File: config.mk
export PLATFORM = sky130hd
export DESIGN_NAME = spi_reg_ctrl
export DESIGN_NICKNAME = d
export VERILOG_FILES = /design/src/rtl/spi_reg_ctrl.sv
export SDC_FILE = /design/constraint.sdc
export NUM_CORES = 1
export LEC_CHECK = 0
export CAP_MARGIN = 20
export CORE_MARGIN = 5
export CORE_UTILIZATION = 53
export DETAILED_ROUTE_END_ITERATION = 7
export PLACE_DENSITY = 0.79
export SYNTH_ARGS = -nofsm -noshare
export SYNTH_HDL_FRONTEND = slang
export SYNTH_SLANG_ARGS = --single-unit
File: constraint.sdc
create_clock -name clk -period 2.6 [get_ports clk]
set_input_delay 0.26 -clock clk [delete_from_list [all_inputs] [get_ports clk]]
set_output_delay 0.26 -clock clk [all_outputs]
set_load 0.05 [all_outputs]
File: src/rtl/spi_reg_ctrl.sv
// SPI (CPHA=0) slave register file: NREG writable registers plus read-only din at address NREG.
// Define SPI_READBACK_EN to enable read data on miso; otherwise miso is tied low and din is unused.
module spi_reg_ctrl #(
   parameter int DATA_W = 8,
   parameter int NREG   = 4,
   parameter bit CPOL   = 1'b0
) (
   input  logic              clk,
   input  logic              rst,
   input  logic              sck,
   input  logic              mosi,
   input  logic              ss,
   input  logic [DATA_W-1:0] din,
   output logic              miso,
   output logic [DATA_W-1:0] dout_p,
   output logic [DATA_W-1:0] dout_n,
   output logic              done,
   output logic              err
);
   localparam int               CNT_W     = 4;
   localparam logic [CNT_W-1:0] CMD_LAST  = CNT_W'(7);
   localparam logic [CNT_W-1:0] DATA_LAST = CNT_W'(DATA_W - 1);

   typedef enum logic [1:0] {IDLE, CMD, DATA, WAIT} state_t;
   state_t r_state, w_next;

   logic [1:0]                  r_sck_s, r_ss_s, r_mosi_s, r_flush;
   logic                        r_sck_d, r_ss_d, r_armed;
   logic                        w_sck, w_ss, w_mosi;
   logic                        w_lead, w_trail, w_ss_fall, w_ss_rise;
   logic                        w_abort, w_cmd_end, w_data_end, w_rd_bad;
   logic [CNT_W-1:0]            r_bitcnt;
   logic [6:0]                  r_cmd, r_addr;
   logic [7:0]                  w_cmd_full;
   logic [DATA_W-2:0]           r_shift;
   logic [DATA_W-1:0]           w_data;
   logic                        r_wr, r_done, r_err;
   logic [NREG-1:0][DATA_W-1:0] r_regs;

   // The ss synchronizer resets to "high", so a frame requires ss to be seen
   // genuinely high (after the chain has flushed) before a falling edge counts.
   always_ff @(posedge clk or negedge rst) begin
      if (!rst) begin
         r_sck_s  <= {2{CPOL}};
         r_ss_s   <= 2'b11;
         r_mosi_s <= 2'b00;
         r_sck_d  <= CPOL;
         r_ss_d   <= 1'b1;
         r_flush  <= 2'b00;
         r_armed  <= 1'b0;
      end else begin
         r_sck_s  <= {r_sck_s[0], sck};
         r_ss_s   <= {r_ss_s[0], ss};
         r_mosi_s <= {r_mosi_s[0], mosi};
         r_sck_d  <= w_sck;
         r_ss_d   <= w_ss;
         r_flush  <= {r_flush[0], 1'b1};
         if (r_flush[1] && w_ss) r_armed <= 1'b1;
      end
   end

   assign w_sck      = r_sck_s[1];
   assign w_ss       = r_ss_s[1];
   assign w_mosi     = r_mosi_s[1];
   assign w_lead     = (w_sck != r_sck_d) && (w_sck != CPOL);
   assign w_trail    = (w_sck != r_sck_d) && (w_sck == CPOL);
   assign w_ss_fall  = r_armed && r_ss_d && !w_ss;
   assign w_ss_rise  = !r_ss_d && w_ss;
   assign w_abort    = w_ss_rise && (r_state == CMD || r_state == DATA);
   assign w_cmd_end  = (r_state == CMD) && w_lead && (r_bitcnt == CMD_LAST);
   assign w_data_end = (r_state == DATA) && w_lead && (r_bitcnt == DATA_LAST) && !w_ss_rise;
   assign w_cmd_full = {r_cmd, w_mosi};
   assign w_data     = {r_shift, w_mosi};

   always_ff @(posedge clk or negedge rst) begin
      if (!rst) r_state <= IDLE;
      else      r_state <= w_next;
   end

   always_comb begin
      w_next = r_state;
      case (r_state)
         IDLE:    if (w_ss_fall) w_next = CMD;
         CMD:     if (w_ss_rise) w_next = IDLE; else if (w_cmd_end) w_next = DATA;
         DATA:    if (w_ss_rise) w_next = IDLE; else if (w_data_end) w_next = WAIT;
         WAIT:    if (w_ss_rise) w_next = IDLE;
         default: w_next = IDLE;
      endcase
   end

   always_ff @(posedge clk or negedge rst) begin
      if (!rst) begin
         r_bitcnt <= '0;
         r_cmd    <= '0;
         r_shift  <= '0;
         r_wr     <= 1'b0;
         r_addr   <= '0;
         r_regs   <= '0;
         r_done   <= 1'b0;
         r_err    <= 1'b0;
      end else begin
         r_done <= 1'b0;
         if (r_state == IDLE || r_state == WAIT || w_ss_rise) r_bitcnt <= '0;
         else if (w_lead) r_bitcnt <= (w_cmd_end || w_data_end) ? '0 : r_bitcnt + CNT_W'(1);
         if (r_state == CMD && w_lead)  r_cmd   <= w_cmd_full[6:0];
         if (r_state == DATA && w_lead) r_shift <= w_data[DATA_W-2:0];
         if (w_cmd_end) begin
            r_wr   <= w_cmd_full[7];
            r_addr <= w_cmd_full[6:0];
         end
         // Abort outranks a write completing in the same cycle.
         if (w_abort || w_rd_bad) begin
            r_err <= 1'b1;
         end else if (w_data_end) begin
            r_done <= 1'b1;
            if (r_wr) begin
               if (r_addr < 7'(NREG)) begin
                  for (int i = 0; i < NREG; i++)
                     if (r_addr == 7'(i)) r_regs[i] <= w_data;
                  r_err <= 1'b0;
               end else begin
                  r_err <= 1'b1;
               end
            end
         end
      end
   end

`ifdef SPI_READBACK_EN
   logic [DATA_W-1:0] r_tx, w_rd_word;

   always_comb begin
      w_rd_word = '0;
      if (w_cmd_full[6:0] == 7'(NREG)) w_rd_word = din;
      for (int i = 0; i < NREG; i++)
         if (w_cmd_full[6:0] == 7'(i)) w_rd_word = r_regs[i];
   end

   // MSB is shown on entry to DATA; the trailing edge of the last command bit
   // must not shift, so shifting starts once a data bit has been sampled.
   always_ff @(posedge clk or negedge rst) begin
      if (!rst)                                              r_tx <= '0;
      else if (w_cmd_end)                                    r_tx <= w_rd_word;
      else if (r_state == DATA && w_trail && r_bitcnt != '0) r_tx <= {r_tx[DATA_W-2:0], 1'b0};
   end

   assign w_rd_bad = w_cmd_end && !w_cmd_full[7] && (w_cmd_full[6:0] > 7'(NREG));
   assign miso     = (r_state == DATA && !r_wr) ? r_tx[DATA_W-1] : 1'b0;
`else
   logic w_unused;
   assign w_unused = ^{din, r_regs};
   assign w_rd_bad = 1'b0;
   assign miso     = 1'b0;
`endif

   assign dout_p = r_regs[0];
   assign dout_n = r_regs[1];
   assign done   = r_done;
   assign err    = r_err;
endmodule
# Word level (Yosys, flattened, before mapping)
# Cells that the tools add are included.
dict set report totals {
  register_bits 57
  in_bits 13
  output_inout_bits 19
  word_cells 73
}
dict set report op_classes {
  add_sub_neg 1
  magnitude_cmp 1
  n_eq_ne 10
  n_mux 16
  bitwise_logic 1
  reduce_logical 27
}
# cell n
set op_table {}
lappend op_table {{2-to-1 mux 2 bit} 6}
lappend op_table {{2-to-1 mux 4 bit} 3}
lappend op_table {{logical AND 1 bit} 11}
lappend op_table {{AND reduction 5 bit} 2}
lappend op_table {{case mux 2 bit (4 select lines)} 1}
lappend op_table {{equality test 7 x 1 -> 1 bit, second input constant} 1}
lappend op_table {{zero test 7 bit} 1}
lappend op_table {{less-than comparator 7 x 3 -> 1 bit, second input constant} 1}
lappend op_table {{2-to-1 mux 1 bit} 6}
lappend op_table {{!= test 3 bit, second input constant} 2}
lappend op_table {{nonzero test 2 bit} 3}
lappend op_table {{adder 4 x 1 -> 4 bit, second input constant} 1}
lappend op_table {{equality test 2 bit, second input constant} 2}
lappend op_table {{equality test 4 x 3 -> 1 bit, second input constant} 1}
lappend op_table {{logical OR 1 bit} 4}
lappend op_table {{!= test 2 bit, second input constant} 2}
lappend op_table {{AND reduction 4 bit} 1}
lappend op_table {{zero test 1 bit} 3}
lappend op_table {{equality test 2 x 1 -> 1 bit, second input constant} 1}
lappend op_table {{zero test 2 bit} 1}
lappend op_table {{AND reduction 2 bit} 1}
lappend op_table {{!= test 1 bit} 1}
lappend op_table {{inverter 1 bit} 1}

# Longest topological paths before layout
# Gate-level depths: netlist (run 1).
dict set report logic_depth {
  depth_word 9
  ltp_mapped 6
  mapped_depth_nobuf 6
}

# Worst setup path after synthesis (run 1)
# Ideal clock, no wire load.
dict set report synth_path {
  kind {register to register}
  startpoint {register r_state[0]}
  endpoint {register r_regs (netlist bit dout_p[1])}
  t_arrival_ns 1.797
  path_slack_ns 0.678
  path_stages_with_launch 7
  period_less_slack_ns 1.922
  cell_sequence {dfrtp_1 -> inv_1 -> ha_1 -> and4b_1 -> nand3_1 -> nor4_4 -> mux2_2}
}
dict set report synth_via {
  elab_chain_len 5
  elab_cells_between_ends 9
  cone_classes {eq/ne: 2; bitwise: 1; reduce/logical: 6}
}
# element line
set synth_lines {}
lappend synth_lines {{start, declared} 25} ;# state_t r_state, w_next;
lappend synth_lines {{start signal, assigned} 77} ;# else r_state <= w_next;
lappend synth_lines {{equality test 2 bit / equality test 2 x 1 -> 1 bit (equally long branches)} {69, 71}}
lappend synth_lines {{logical AND 1 bit / logical OR 1 bit (equally long branches)} {71, 69}}
lappend synth_lines {{logical AND 1 bit, on equally long branches} {71, 69}}
lappend synth_lines {{logical AND 1 bit / inverter 1 bit (equally long branches)} -}
lappend synth_lines {{AND reduction 5 bit (no line) (*)} -}
lappend synth_lines {{end signal, assigned by index} 119} ;# if (r_addr == 7'(i)) r_regs[i] <= w_data;
lappend synth_lines {{end, declared} 38} ;# logic [NREG-1:0][DATA_W-1:0] r_regs;
# Every way passes the cells marked *; elsewhere a longest branch is shown, timed or not.
# A chain may end at the register's enable or synchronous reset.

# Worst setup path after layout (run 1)
dict set report layout_path {
  startpoint {register r_state[0]}
  endpoint {register r_regs (netlist bit dout_n[2])}
}
# The elaborated chain is that of the path after synthesis.

==> results of run 1 <==
-- through the flow --
step	util [%]	setup slack [ns]
6_report	67.5	0.551
5_1_grt	67.5	0.434
4_1_cts	67.5	0.540
3_5_place_dp	62.8	0.561
3_3_place_gp	62.8	0.599
2_1_floorplan	-	0.678
-- per-layer routing --
layer | global-route usage [%] | up-vias | wire length [um]
met4 | 8.74 | 0 | 76
met1 | 19.0 | 673 | 1690
met3 | 6.54 | 7 | 174
li1 | - | 615 | -
met2 | 25.3 | 31 | 1930
met5 | 0 | - | 0
-- how the worst max path moves through the flow --
stage                     from        end  slack [ns]  cells after the start
floorplan           r_state[0]  dout_p[1]        0.68                      6
global placement    r_state[0]  dout_n[4]        0.60                      7
detailed placement  r_state[0]  dout_n[2]        0.56                      7
CTS                 r_state[0]  dout_n[2]        0.54                      7
global route        r_state[0]  dout_n[0]        0.43                      7
finish              r_state[0]  dout_n[2]        0.55                      7
-- cells in the final DEF, fill, tap and decap left out, drive strengths merged, types with 2 or more instances in the layout --
| master | instances |
|---|---|
| nor4 | 3 |
| ha | 5 |
| nor2b | 2 |
| inv | 3 |
| conb | 2 |
| mux2 | 38 |
| dfrtp | 54 |
| a21oi | 5 |
| buf | 4 |
| nand2b | 2 |
| clkinv | 2 |
| or3 | 2 |
| dfstp | 3 |
| nor2 | 10 |
| nand2 | 7 |
| clkdlybuf4s50 | 21 |
| clkbuf | 14 |
| nor3 | 3 |
| nand3b | 3 |
-- critical path, cell delays in order, from the launching register on --
cell and delay, ns:
dfrtp_1 0.40, inv_1 0.11, ha_1 0.24, and4b_1 0.20
nand3_1 0.21, nor4_4 0.20, buf_4 0.22, mux2_2 0.35
-- layout make-up --
type / count / area share (%)
sequential: 57 / 52.2
multi-input combinational: 93 / 29.4
timing repair buffer: 25 / 8.68
clock buffer: 14 / 6.67
tap: 50 / 2.28
inverter: 3 / 0.411
clock inverter: 2 / 0.365
-- cell families (layout without fill, tap and decap cells) --
group                    after synthesis  after routing  synth area share [%]
AO/OA/AOI/OAI                         11             11                  3.39
XOR/XNOR                               1              1                 0.389
adder cells (fa/ha/maj)                5              5                  2.78
buffers and inverters                  4             44                 0.833
flip-flops                            57             57                  63.5
multiplexers                          38             38                  19.0
other                                  2              2                 0.333
AND/OR/NAND/NOR                       36             36                  9.83
-- power by group through the flow --
stage	logic [mW]	registers (mW)	clock network, mW
after global placement	0.193	1.02	0
after CTS	0.209	1.01	0.781
after floorplan	0.153	1.01	0
after global routing	0.234	1.02	0.821
after detailed placement	0.208	1.02	0
final	0.208	1.00	0.767
-- sequential cells by signal, indices dropped and copies added (netlist names) --
signal and flops:
done 1, dout_n 8, dout_p 8, err 1
r_addr 7, r_armed 1, r_bitcnt 4, r_cmd 7
r_flush 2, r_mosi_s 2, r_sck_d 1, r_sck_s 2
r_shift 7, r_ss_d 1, r_ss_s 2, r_state 2
r_wr 1
==> flow_metrics.tcl, run 1 <==
set metrics [dict create \
    num_vias 1326 \
    cts_resized 0 \
    dp_hpwl_um 2660 \
    synth_area_leaders "dfrtp_1 60%, mux2_2 18%, dfstp_2 3.5%" \
    grt_max_degree 58 \
    portBuffers 22 \
    skew_ns 0.00414 \
    viasPerCell 5.43 \
    final_area_mm2 0.00274 \
    clk_latency_ns 0.33 \
    cts-root-buf "clkbuf_8" \
    arrival_ns 2.26 \
    multi_input_area_um2 805 \
    worstSetupEndpointType "flip-flop" \
    p_switching_mw 0.475 \
    synth_area_leader_cell "dfrtp_1" \
    startpoint_type "flip-flop" \
    drt-initial-drc-count 84 \
    tns_ns 0 \
    cts_setup_buffers 0 \
    drt_wl_total_um 3870 \
    min_path_type "input pin to asynchronous set/reset pin" \
    die_w_um 75.2 \
    reg2reg_depth 7 \
    setup_viol 0 \
    finalNonFillerCells 244 \
    rsz0062_at_grt "no" \
    cts_buffers 9 \
    initial_core_util_pct 55.5 \
    cts_buffer_depth 2 \
    critical_path_class "flip-flop to flip-flop" \
    yosys.cell_types.count 30 \
    hold_buffers 0 \
    postPlaceCellArea_mm2 0.00255 \
    grt_pass1_vias 1428 \
    fin_crit_sh_pct 78.8 \
    netlist_area_mm2 0.00225 \
    path_clk_slew_ns 0.06 \
    drc_errors 0 \
    cts_tree "done" \
    design_power_total_mw 1.98 \
    synth_common_cells "54 x dfrtp_1, 37 x mux2_2, 9 x nor2_1" \
    comb_power_share_pct 10.5 \
    synth_warnings 0 \
    grt_pass1_wl_um 6560 \
    wire_per_inst_um 15.9 \
    num_io_pins 32 \
    synth_nets 172 \
    synth_seq_cells 57 \
    status "finished clean" \
    drv_slew 0 \
    regToRegStartpoint "r_state[0]" \
    synthToLayoutAreaGrowth_pct 21.5 \
    cts.sink_count 57 \
    nets 207 \
    synth.top_cell.area_share_pct 60.0 \
    antennaDiodeCount 0 \
    placed_cells 228 \
    synth_most_common_cell "dfrtp_1" \
    grt-ovfl-total 0 \
    ant_nets 0 \
    final_layout_size_suffix_gt1_share_pct 32.5 \
    r2r_slack_ns 0.55 \
    coreArea_mm2 0.00406 \
    synth_edf_count 0 \
    htree_levels 3 \
    gp_congestion 0.841 \
    track_usage_pct 16.1 \
    path_max_fanout 8 \
    p_int_mw 1.50 \
    p_leak_nw 1.27 \
    fmax_mhz 488 \
    crit_required_ns 2.81 \
    dieArea_mm2 0.00566 \
    fillCellCount 282 \
    async_flop_share_pct 100 \
    antenna_found_initial 0 \
    pwr_density_cell_mw_per_mm2 722 \
    maxSlewHeadroom_pct 54.4 \
    fp.dieH_um 75.2 \
    irDropWorstVdd_uv 373 \
    maxCapViolations 0 \
    drt_pre_antenna_iters 4 \
    worst_pin_slew_ns 0.684 \
    seqPwrFrac_pct 50.8 \
    syn-instance-count 154 \
    postSynthAreaPerCell_um2 14.6 \
    clkPwrFrac_pct 38.7 \
    synthFlopType "dfrtp_1" \
    swShare_pct 24.0 \
    regArea_mm2 0.00143 \
    hold_viol_final 0 \
    rows 23 \
    timing.rr.end "dout_n[2]" \
    fin_crit_ns 2.05 \
    worst_hold_slack_ns 0.0476 \
    ys_seq_area_share_pct 63.5 \
]
(Power assumes the default switching activity.)
==> run 2: changes to the inputs <==
- clock period: 2.6 -> 2 ns (I/O delays scaled with it)
==> run 2 against run 1 <==
Against the previous run:
- clock power grew 53%
- clock skew grew 0.010 ns
- non-clock buffer count grew 6
- clock-buffer cell count shrank 3
- critical path depth shrank 2
- core utilization grew 2.3 points
- sequential share of layout area shrank 1.7 points
- setup slack lost 0.48 ns
- critical path type unchanged
- largest power group unchanged
==> flow_metrics.tcl, run 2 (same netlist as run 1, synthesis figures left out) <==
set metrics [dict create \
    dp_hpwl_um 2930 \
    die_w_um 75.2 \
    status "finished clean" \
    antenna_found_initial 0 \
    reg2reg_depth 5 \
    ant_nets 0 \
    viasPerCell 5.43 \
    clkPwrFrac_pct 42.1 \
    grt_pass1_wl_um 7320 \
    nets 213 \
    hold_viol_final 0 \
    worst_pin_slew_ns 0.518 \
    rows 23 \
    drt_pre_antenna_iters 4 \
    gp_congestion 0.786 \
    comb_power_share_pct 10.5 \
    path_clk_slew_ns 0.06 \
    portBuffers 22 \
    p_int_mw 2.11 \
    antennaDiodeCount 0 \
    fp.dieH_um 75.2 \
    mostFrequentLayoutCell "dfrtp_1" \
    final_layout_size_suffix_gt1_share_pct 35.5 \
    placed_cells 232 \
    grt-ovfl-total 0 \
    cts_buffer_depth 2 \
    final_cell_mix "54 x dfrtp_1, 37 x mux2_2, 21 x clkdlybuf4s50_1" \
    dieArea_mm2 0.00566 \
    track_usage_pct 18.4 \
    synthToLayoutAreaGrowth_pct 25.7 \
    worstSetupEndpointType "flip-flop" \
    setup_viol 0 \
    cts.sink_count 57 \
    skew_ns 0.0141 \
    worst_hold_slack_ns 0.285 \
    cts_buffers 9 \
    postPlaceCellArea_mm2 0.00258 \
    cts_tree "done" \
    crit_required_ns 2.21 \
    final_area_mm2 0.00283 \
    maxCapViolations 0 \
    wire_per_inst_um 17.0 \
    p_switching_mw 0.657 \
    arrival_ns 2.15 \
    drt-initial-drc-count 65 \
    min_path_type "input pin to asynchronous set/reset pin" \
    num_io_pins 32 \
    startpoint_type "flip-flop" \
    maxSlewHeadroom_pct 65.4 \
    design_power_total_mw 2.77 \
    htree_levels 3 \
    critical_path_class "flip-flop to flip-flop" \
    swShare_pct 23.7 \
    num_vias 1357 \
    finalNonFillerCells 250 \
    cts-root-buf "clkbuf_8" \
    initial_core_util_pct 55.5 \
    coreArea_mm2 0.00406 \
    grt_max_degree 29 \
    irDropWorstVdd_uv 581 \
    seqPwrFrac_pct 47.4 \
    drv_slew 0 \
    p_leak_nw 1.31 \
    path_max_fanout 8 \
    grt_pass1_vias 1534 \
    fmax_mhz 517 \
    drc_errors 0 \
    fin_crit_sh_pct 96.6 \
    fin_crit_ns 1.93 \
    pwr_density_cell_mw_per_mm2 978 \
    drt_wl_total_um 4260 \
    clk_latency_ns 0.33 \
]
==> run 2: cell count changes in the layout (fill, tap and decap cells not counted) <==
cell           previous run  this run
buf_4                     3         6
buf_6                     0         2
bufinv_16                 0         2
clkbuf_8                 13        10
clkinv_4                  0         1
dlygate4sd3_1             0         1
inv_1                     3         2
inv_2                     0         1
nand3_1                   1         0
nand3_2                   0         1
nor4_1                    1         0
nor4_2                    0         1
==> run 2: metrics by stage <==
step,setup TNS [ns],worst slack (ns),utilization (%)
floorplan,0,0.0783,-
global placement,0,0.0910,63.5
detailed placement,0,0.0251,63.5
CTS,0,0.0152,69.3
global route,-0.0250,-0.0104,69.8
finish,0,0.0673,69.8
==> run 2: routing by layer <==
layer	vias up	wire length (um)	GRT usage, %	part of all wire [%]
li1	629	-	-	-
met1	684	1810	22.2	43
met2	31	2130	28.7	50
met3	13	173	5.61	4.1
met4	0	140	11.8	3.3
met5	-	0	0	0
==> run 2: cell type report <==
cell class / instances / area, um^2
flip-flops and latches: 57 / 1430
fillers: 278 / 1220
multi-input cells: 93 / 816
repair buffers: 31 / 293
clock buffers: 11 / 141
clock inverters: 5 / 78.8
well taps: 50 / 62.6
inverters: 3 / 11.3
==> run 2: final timing paths <==
path / start / to / slack, ns
max in group asynchronous: rst / r_bitcnt[0] / 1.07
worst min-delay path: rst / dout_p[7] / 0.28
worst min register to register: r_flush[0] / r_flush[1] / 0.35
worst max register to register: r_addr[6] / dout_n[6] / 0.07
worst max-delay path: r_addr[6] / dout_n[6] / 0.07
min in group clk: ss / r_ss_s[0] / 0.29
==> run 2: worst max-delay path, cell delays in order, from the launching register on <==
cell and delay, ns:
dfrtp_1 0.40, nor4_2 0.34, nand3b_1 0.26, nor4_4 0.29, buf_6 0.19, mux2_2 0.35
==> run 2: power by group through the flow <==
stage / combinational, mW / sequential, mW / clock (mW)
floorplan: 0.199 / 1.31 / 0
global route: 0.332 / 1.32 / 1.24
CTS: 0.289 / 1.31 / 1.20
detailed placement: 0.286 / 1.33 / 0
global placement: 0.259 / 1.32 / 0
finish: 0.290 / 1.31 / 1.17
==> run 2: timing repair <==
item / in CTS / in global routing
hold buffers: 1 / 0
setup buffers: 0 / 1
resized for setup: 1 / 4
endpoints found under the setup margin: 16 / 16
hold endpoints to repair: 11 / 0
pin swaps: 0 / 1
